===== config.mk =====
export PLATFORM = sky130hd
export DESIGN_NAME = seven_seg_scan_ctrl
export DESIGN_NICKNAME = d
export VERILOG_FILES = /design/src/rtl/seven_seg_scan_ctrl.sv
export SDC_FILE = /design/constraint.sdc
export NUM_CORES = 1
export LEC_CHECK = 0
export CAP_MARGIN = 20
export CORE_ASPECT_RATIO = 2
export CORE_MARGIN = 10
export CORE_UTILIZATION = 44
export DETAILED_ROUTE_END_ITERATION = 8
export HOLD_SLACK_MARGIN = 0.05
export PLACE_DENSITY = 0.63
export SKIP_LAST_GASP = 1
export SLEW_MARGIN = 20
export SYNTH_ARGS = -nofsm -noshare
export SYNTH_HDL_FRONTEND = slang
export SYNTH_SLANG_ARGS = --single-unit

===== constraint.sdc =====
create_clock -name clk -period 4.9 [get_ports clk]
set_clock_uncertainty 0.1 [all_clocks]
set_input_delay 0.98 -clock clk [delete_from_list [all_inputs] [get_ports clk]]
set_output_delay 0.98 -clock clk [all_outputs]
set_load 0.02 [all_outputs]

===== src/rtl/seven_seg_scan_ctrl.sv =====
// Scans NUM_DIGITS digit codes onto one shared 7-seg decoder with per-slot blanking.
// Frames arrive by valid/ready and are double-buffered, swapping in only at frame start.
module seven_seg_scan_ctrl #(
  parameter int NUM_DIGITS   = 4,
  parameter int SLOT_CYCLES  = 100000,
  parameter int BLANK_CYCLES = 1000
) (
  input  logic                    clk,
  input  logic                    rst_n,
  input  logic                    enable,
  input  logic                    lzs,
  input  logic [NUM_DIGITS-1:0]   dig_en,
  input  logic                    upd_valid,
  output logic                    upd_ready,
  input  logic [5*NUM_DIGITS-1:0] upd_codes,
  output logic [4:0]              dig_code,
  output logic [NUM_DIGITS-1:0]   anode_n,
  output logic                    frame_done
);

  localparam int CW = $clog2(SLOT_CYCLES);
  localparam int IW = $clog2(NUM_DIGITS);
  localparam logic [CW-1:0] CNT_LAST  = CW'(SLOT_CYCLES - 1);
  localparam logic [CW-1:0] BLANK_END = CW'(BLANK_CYCLES);
  localparam logic [IW-1:0] IDX_LAST  = IW'(NUM_DIGITS - 1);
  localparam logic [4:0]    BLANK_CODE = 5'd23;

  typedef enum logic [1:0] {IDLE, BLANK, SHOW} state_e;

  state_e                       state_q, state_d;
  logic [CW-1:0]                cnt_q, cnt_d;
  logic [IW-1:0]                idx_q, idx_d;
  logic [NUM_DIGITS-1:0][4:0]   act_q, act_d, pend_q, pend_d, eff;
  logic                         pend_full_q, pend_full_d;
  logic [4:0]                   code_q, code_d;
  logic [NUM_DIGITS-1:0]        an_q, an_d;
  logic                         fd_q, fd_d;
  logic                         load, accept, supp;

  // Swap point: first blank cycle of slot 0, or any cycle while idle.
  assign load      = pend_full_q &&
                     (state_q == IDLE || (state_q == BLANK && idx_q == '0 && cnt_q == '0));
  assign upd_ready = !pend_full_q || load;
  assign accept    = upd_valid && upd_ready;

  always_comb begin
    act_d       = act_q;
    pend_d      = pend_q;
    pend_full_d = pend_full_q;
    if (load) begin
      act_d       = pend_q;
      pend_full_d = 1'b0;
    end
    if (accept) begin
      pend_d      = upd_codes;
      pend_full_d = 1'b1;
    end
  end

  // Blank zeros from the top digit down until the first nonzero code.
  always_comb begin
    eff  = act_d;
    supp = lzs;
    for (int i = NUM_DIGITS - 1; i >= 1; i--) begin
      if (supp && act_d[i] == 5'd0) begin
        eff[i] = BLANK_CODE;
      end else begin
        supp = 1'b0;
      end
    end
  end

  always_comb begin
    state_d = state_q;
    cnt_d   = cnt_q;
    idx_d   = idx_q;
    if (!enable) begin
      state_d = IDLE;
      cnt_d   = '0;
      idx_d   = '0;
    end else if (state_q == IDLE) begin
      state_d = BLANK;
      cnt_d   = '0;
      idx_d   = '0;
    end else begin
      if (cnt_q == CNT_LAST) begin
        cnt_d = '0;
        idx_d = (idx_q == IDX_LAST) ? '0 : idx_q + 1'b1;
      end else begin
        cnt_d = cnt_q + 1'b1;
      end
      state_d = (cnt_d < BLANK_END) ? BLANK : SHOW;
    end
  end

  // Outputs are computed from next state so they line up with state_q.
  always_comb begin
    an_d   = '1;
    code_d = BLANK_CODE;
    fd_d   = 1'b0;
    if (state_d == SHOW) begin
      an_d[idx_d] = ~dig_en[idx_d];
      code_d      = eff[idx_d];
      fd_d        = (idx_d == IDX_LAST) && (cnt_d == CNT_LAST);
    end
  end

  always_ff @(posedge clk) begin
    if (!rst_n) begin
      state_q     <= IDLE;
      cnt_q       <= '0;
      idx_q       <= '0;
      act_q       <= {NUM_DIGITS{BLANK_CODE}};
      pend_q      <= '0;
      pend_full_q <= 1'b0;
      code_q      <= BLANK_CODE;
      an_q        <= '1;
      fd_q        <= 1'b0;
    end else begin
      state_q     <= state_d;
      cnt_q       <= cnt_d;
      idx_q       <= idx_d;
      act_q       <= act_d;
      pend_q      <= pend_d;
      pend_full_q <= pend_full_d;
      code_q      <= code_d;
      an_q        <= an_d;
      fd_q        <= fd_d;
    end
  end

  assign dig_code   = code_q;
  assign anode_n    = an_q;
  assign frame_done = fd_q;

endmodule


==> results of run 1 <==
==> cell usage after synthesis (all sizes together) (2+ instances only) <==
cell / count / area, um2
nor3: 17 / 85.08
o21ai: 11 / 55.05
a21oi: 11 / 66.32
or2: 6 / 40.04
nand4: 7 / 43.79
a221oi: 2 / 23.77
nand3: 20 / 105.1
or3: 5 / 31.28
inv: 9 / 33.78
ha: 4 / 50.05
and2: 6 / 40.04
a211o: 2 / 17.52
mux2i: 14 / 140.1
o21a: 3 / 22.52
a221o: 4 / 40.04
nor4: 10 / 68.81
clkbuf: 16 / 60.06
nor2: 28 / 107.6
nor4b: 2 / 17.52
or4b: 3 / 30.03
a21boi: 24 / 180.2
o31ai: 2 / 15.01
xnor2: 9 / 78.83
or4: 6 / 52.55
o211ai: 2 / 15.01
dfxtp: 72 / 1441
nand2: 78 / 292.8
a31oi: 4 / 25.02
a211oi: 2 / 15.01
buf: 4 / 28.78
xor2: 5 / 43.79
==> registers in the layout, indices dropped and copies added (netlist names) <==
register	count
pend_q	20
idx_q	2
dig_code	5
frame_done	1
state_q	2
cnt_q	17
pend_full_q	1
anode_n	4
act_q	20
==> cell families (layout without fill, tap and decap cells) <==
family                   count (synthesis)  after routing
multiplexers                            15             15
AO/OA/AOI/OAI                           71             71
buffers and inverters                   29             68
adder cells (fa/ha/maj)                  4              4
XOR/XNOR                                14             14
AND/OR/NAND/NOR                        195            195
flip-flops                              72             72
==> metal layers <==
metal	up-vias	GRT usage, %	wire (um)
li1	1484	-	-
met1	1402	14.48	3098
met3	24	3.692	224
met5	-	0	0
met2	48	28.76	4915
met4	0	9.009	364
==> through the flow <==
step	instances	setup WS, ns	util, %	cell area, um2	hold slack (ns)
6_report	533	1.304	55.44	4183	0.3627
5_1_grt	533	1.145	55.44	4183	0.3944
4_1_cts	533	1.275	55.44	4183	0.3670
3_5_place_dp	517	1.228	50.91	3841	0.3597
3_3_place_gp	517	1.268	50.91	3841	0.3525
2_1_floorplan	400	1.991	-	3377	0.3402
==> area by class of cell <==
type / instances / share of cell area, %
Timing Repair Buffer: 43 / 10.05
Multi-Input combinational cell: 299 / 43.70
Clock inverter: 4 / 1.795
Clock buffer: 12 / 6.372
Inverter: 9 / 0.8077
Tap cell: 94 / 2.812
Sequential cell: 72 / 34.46
==> worst max path at each step <==
stage | slack, ns | to | cells past startpoint
3_5_place_dp | 1.23 | dig_code[4]$_SDFF_PN1_ | 8
2_1_floorplan | 1.99 | dig_code[4]$_SDFF_PN1_ | 7
5_1_grt | 1.14 | upd_ready | 5
3_3_place_gp | 1.27 | dig_code[4]$_SDFF_PN1_ | 8
4_1_cts | 1.28 | upd_ready | 5
6_report | 1.30 | upd_ready | 5
==> power by group through the flow <==
stage	Clock, mW	Sequential (mW)	Combinational, mW
6_report	0.723	0.628	0.111
2_1_floorplan	0	0.634	0.0713
5_1_grt	0.762	0.631	0.125
3_3_place_gp	0	0.640	0.111
3_5_place_dp	0	0.641	0.112
4_1_cts	0.741	0.628	0.113
==> tightest hold or removal path, delay by kind of cell, from the launching register on <==
kind | cells | cell delay, ns
compound gates | 1 | 0.06
flops | 1 | 0.30
simple gates | 1 | 0.05
==> reports/qor.csv, run 1 <==
metric,value,unit
outcome,completed,
Max VDD drop,0.3172,mV
RSZ-0062 raised after global routing,no,
r2r endpoint,dig_code[3]$_SDFF_PN0_,
Leak Pwr,1.460,nW
Critical Path AT,2.52,ns
Tightest Hold Check Type,register to register,
post-synthesis async set-or-reset flop share,0,%
Hold EP,pend_q[4]$_SDFFE_PN0P_,
total die area,11790,um2
ys flop type,dfxtp_1,
first-pass GRT wire length,14050,um
wire per inst,16.14,um
first drt pass iteration count,4,
Pint,1.152,mW
Slew Limit Fails,0,
total number of vias,2958,
Worst Hold Path Cells,2,
final hold viol count,0,
Die H,143.9,um
Reg2Reg Setup Slack,1.50,ns
cts repair resizes,0,
Fill cells,751,
min cycle time layout,3.596,ns
combinational share of power,7.6,%
CTS tree,done,
initial antenna violation count,0,
critical path type,register to output port,
Gate Count Post-Synth,400,
Bufs and invs on worst path,1,
Tot Pwr,1.463,mW
gr ovfl total,0,
Yosys reg bits,72,
die width,81.95,um
drt drc,0,
Crit. Startpoint,cnt_q[6]$_SDFF_PN0_,
site row count,45,
R2R cell count,8,
Max-Cap Viols,0,
largest net degree at the start of global routing,45,
Post-Synth XOR/XNOR Area,3.631,%
critical-path cell list,or4_4 -> nor2_1 -> a21oi_1 -> nand2_1 -> clkdlybuf4s50_1,
GRT Total Usage,15.50,%
ant diodes,0,
Power per Cell Area,349.8,nW/um2
post-DP HPWL,6563,um
relative slew slack,30.59,%
Synth Cell Area,3377,um2
most frequent cells in the layout,"78 x nand2_1, 72 x dfxtp_1, 39 x clkdlybuf4s50_1",
Critical Path Fanout Max,9,
Reg power frac,43.0,%
Clock Pin Slew Worst Setup and Hold Paths,0.05,ns
Slowest cell on crit path,clkdlybuf4s50_1,
sinks on the clock net,72,
average size of a mapped cell,8.442,um2
Clock Latency Late Sink,0.33,ns
Compound-Gate Fraction of Synth Area,15.04,%
Sum Neg Setup Slack,0,ns
cts hold-fix bufs,0,
Area Overhead vs Synth,23.86,%
multiplexer area fraction after synthesis,4.817,%
clk root buf,clkbuf_16,
data required time at the worst endpoint,3.82,ns
input/output buffers,39,
post-synthesis simple-gate area fraction,28.71,%
crit share post-route,73.38,%
switching pwr,0.3111,mW
Sw Share,21.26,%
Vias/cell,5.550,
1st-iter DRT viols,69,
layout cell share with drive strength beyond 1,8.656,%
Crit. End Element,output port,
syn nets,433,
Seq. cell area,1441,um2
multi-input logic area,1828,um2
Hold Crit Start,pend_q[4]$_SDFFE_PN0P_,
Ys Warns,0,
I/O pins,40,
Top delay family on crit path,simple AND/OR/NAND/NOR gates,
worst slew pin tran,1.041,ns
Max Fclk,0.2781,GHz
"EDFF count, synth",0,
routability cong.,0.8652,
Reg-to-Reg Start,cnt_q[0]$_SDFF_PN0_,
maximum clock path buffer count,2,
largest family of logic cells by synthesized area,simple AND/OR/NAND/NOR gates,
Post-CTS Setup Inserts,0,
DRT Wirelength,8603,um
fin nets,467,
antenna-violating nets left,0,
Synth Area in Adders,1.482,%
H-tree depth,3,
Startpoint Class,register,
Num CTS Buffers,9,
# setup viols final,0,
Core Area,7545,um2
sequential area share after synthesis,42.68,%
Clock power frac,49.4,%
Initial Util,44.76,%
Yosys cell types,56,
"slowest stage delay, CP",0.61,ns
"commonest non-fill, non-tap cell in the layout",nand2_1,
vias in the first global route,2971,
Power figures use the tool's default switching activity.
==> inputs of run 2 (changes only) <==
Clock period 4.9 ns to 3.55 ns, I/O delays scaled along.
==> run 2 against run 1 <==
Compared with the run above: sequential share of layout area shrank 0.15 points; flip-flop and latch count is the same; final cell count grew 1.1%; register-to-register slack lost 1.0 ns; first-iteration DRC count grew 57%; worst setup slack lost 1.1 ns; hold slack gained 0.0065 ns; power grew 35%; count of clock-buffer cells in the layout grew 1; global-route usage grew 0.30 points; utilization grew 0.25 points; largest power group unchanged; highest routed layer unchanged.
==> reports/qor.csv, run 2 (same netlist as run 1, synthesis figures left out) <==
metric,value,unit,change
most frequent cells in the layout,"78 x nand2_1, 72 x dfxtp_1, 39 x clkdlybuf4s50_1",,
Hold Crit Start,pend_q[1]$_SDFFE_PN0P_,,
Critical Path Fanout Max,9,,unchanged
Seq. cell area,1441,um2,unchanged
Top delay family on crit path,simple AND/OR/NAND/NOR gates,,
Hold WS,0.3692,ns,+0.006544 ns
Max VDD drop,0.3554,mV,+12%
ant diodes,0,,unchanged
data required time at the worst endpoint,2.74,ns,-1.08 ns
relative slew slack,53.57,%,+23 points
DP Cell Count,523,,+1.2%
input/output buffers,39,,unchanged
sinks on the clock net,72,,unchanged
first-pass GRT wire length,14310,um,+1.9%
Num CTS Buffers,9,,unchanged
post-DP HPWL,6746,um,+2.8%
GRT Total Usage,15.80,%,+0.30 points
GR Layer Usage met3,3.942,%,+0.25 points
antenna-violating nets left,0,,unchanged
Vias/cell,5.512,,-0.68%
Clock Pin Slew Worst Setup and Hold Paths,0.05,ns,about the same
DRT Wirelength,8674,um,+0.83%
cts repair resizes,0,,unchanged
Tot Pwr,1.975,mW,+35%
fin util,55.69,%,+0.25 points
vias in the first global route,3020,,+1.6%
DP Worst Slack,0.3358,ns,-0.8919 ns
routability cong.,0.8861,,+2.4%
Tightest Hold Check Type,register to register,,
die width,81.95,um,unchanged
gr ovfl total,0,,unchanged
number of cells on the critical path,5,,unchanged
Post-CTS Setup Inserts,0,,unchanged
Startpoint Class,register,,
largest net degree at the start of global routing,44,,-2.2%
maximum clock path buffer count,2,,unchanged
critical path type,register to output port,,
Die H,143.9,um,unchanged
r2r endpoint,dig_code[2]$_SDFF_PN1_,,
Area Overhead vs Synth,24.42,%,
final hold viol count,0,,unchanged
R2R cell count,8,,unchanged
RSZ-0062 raised after global routing,no,,
worst slew pin tran,0.6901,ns,-0.3511 ns
Critical Path AT,2.53,ns,about the same
Initial Util,44.76,%,unchanged
Sum Neg Setup Slack,0,ns,unchanged
layout cell share with drive strength beyond 1,9.213,%,+0.56 points
critical-path cell list,or4_4 -> nor2_1 -> a21oi_1 -> nand2_1 -> clkdlybuf4s50_1,,
first drt pass iteration count,5,,+1
met1 Usage GRT,14.71,%,+0.23 points
Leak Pwr,1.482,nW,+1.5%
# setup viols final,0,,unchanged
Reg-to-Reg Start,cnt_q[0]$_SDFF_PN0_,,
Hold EP,pend_q[1]$_SDFFE_PN0P_,,
"slowest stage delay, CP",0.62,ns,about the same
total number of vias,2971,,+0.44%
Max-Cap Viols,0,,unchanged
met2 Usage GRT,28.71,%,-0.041 points
Fill cells,732,,-2.5%
CTS tree,done,,
Bufs and invs on worst path,1,,unchanged
Slew Limit Fails,0,,unchanged
Crit. End Element,output port,,
total die area,11790,um2,unchanged
drt drc,0,,unchanged
site row count,45,,unchanged
final worst setup slack,0.2062,ns,-1.098 ns
I/O pins,40,,unchanged
clk root buf,clkbuf_16,,
cts hold-fix bufs,0,,unchanged
multi-input logic area,1828,um2,unchanged
Worst Hold Path Cells,2,,unchanged
Core Area,7545,um2,unchanged
Slowest cell on crit path,clkdlybuf4s50_1,,
Clock Latency Late Sink,0.33,ns,about the same
Placement Cell Area,3886,um2,+1.2%
fin cells,539,,+1.1%
outcome,completed,,
Most Crowded Layer GR,met2,,
Max Fclk,0.2991,GHz,
"commonest non-fill, non-tap cell in the layout",nand2_1,,
Power per Cell Area,470.0,nW/um2,+34%
fin nets,473,,+1.3%
H-tree depth,3,,unchanged
crit share post-route,94.19,%,
initial antenna violation count,0,,unchanged
wire per inst,16.09,um,-0.30%
min cycle time layout,3.344,ns,
fin area,4202,um2,+0.45%
1st-iter DRT viols,108,,+57%
Reg2Reg Setup Slack,0.46,ns,-1.04 ns
Top Registers,"act_q: 20 flops, pend_q: 20 flops, cnt_q: 17 flops",,
[run 2: where the power goes]
part / total (mW) / switching [mW] / internal [mW]
logic: 0.157 / 0.0779 / 0.0789
clock network: 0.951 / 0.318 / 0.633
registers: 0.867 / 0.0244 / 0.842
[run 2: worst min-delay path: cells and delay by family (launching register included)]
| kind | cells | cell delay, ns |
|---|---|---|
| and+or+nand+nor | 1 | 0.05 |
| DFF | 1 | 0.31 |
| AOI/OAI and AO/OA | 1 | 0.06 |
[run 2: metal layers]
layer | vias to the layer above | share of wire [%]
met5 | - | 0
li1 | 1489 | -
met2 | 68 | 56
met4 | 0 | 5.3
met3 | 30 | 3.6
met1 | 1384 | 36
[run 2: final cells by class]
cell class / instances / area share (%)
multi-input combinational: 299 / 43.51
clock inverter: 3 / 1.549
sequential: 72 / 34.31
inverter: 9 / 0.8040
clock buffer: 13 / 5.956
timing repair buffer: 49 / 11.08
tap: 94 / 2.799
[run 2: how the worst max path moves through the flow]
stage	from	endpoint	slack, ns
6_report	cnt_q[6]$_SDFF_PN0_	upd_ready	0.21
2_1_floorplan	cnt_q[0]$_SDFF_PN0_	dig_code[2]$_SDFF_PN1_	0.85
3_3_place_gp	lzs	dig_code[4]$_SDFF_PN1_	0.35
5_1_grt	cnt_q[6]$_SDFF_PN0_	upd_ready	0.07
4_1_cts	cnt_q[6]$_SDFF_PN0_	upd_ready	0.20
3_5_place_dp	lzs	dig_code[4]$_SDFF_PN1_	0.34
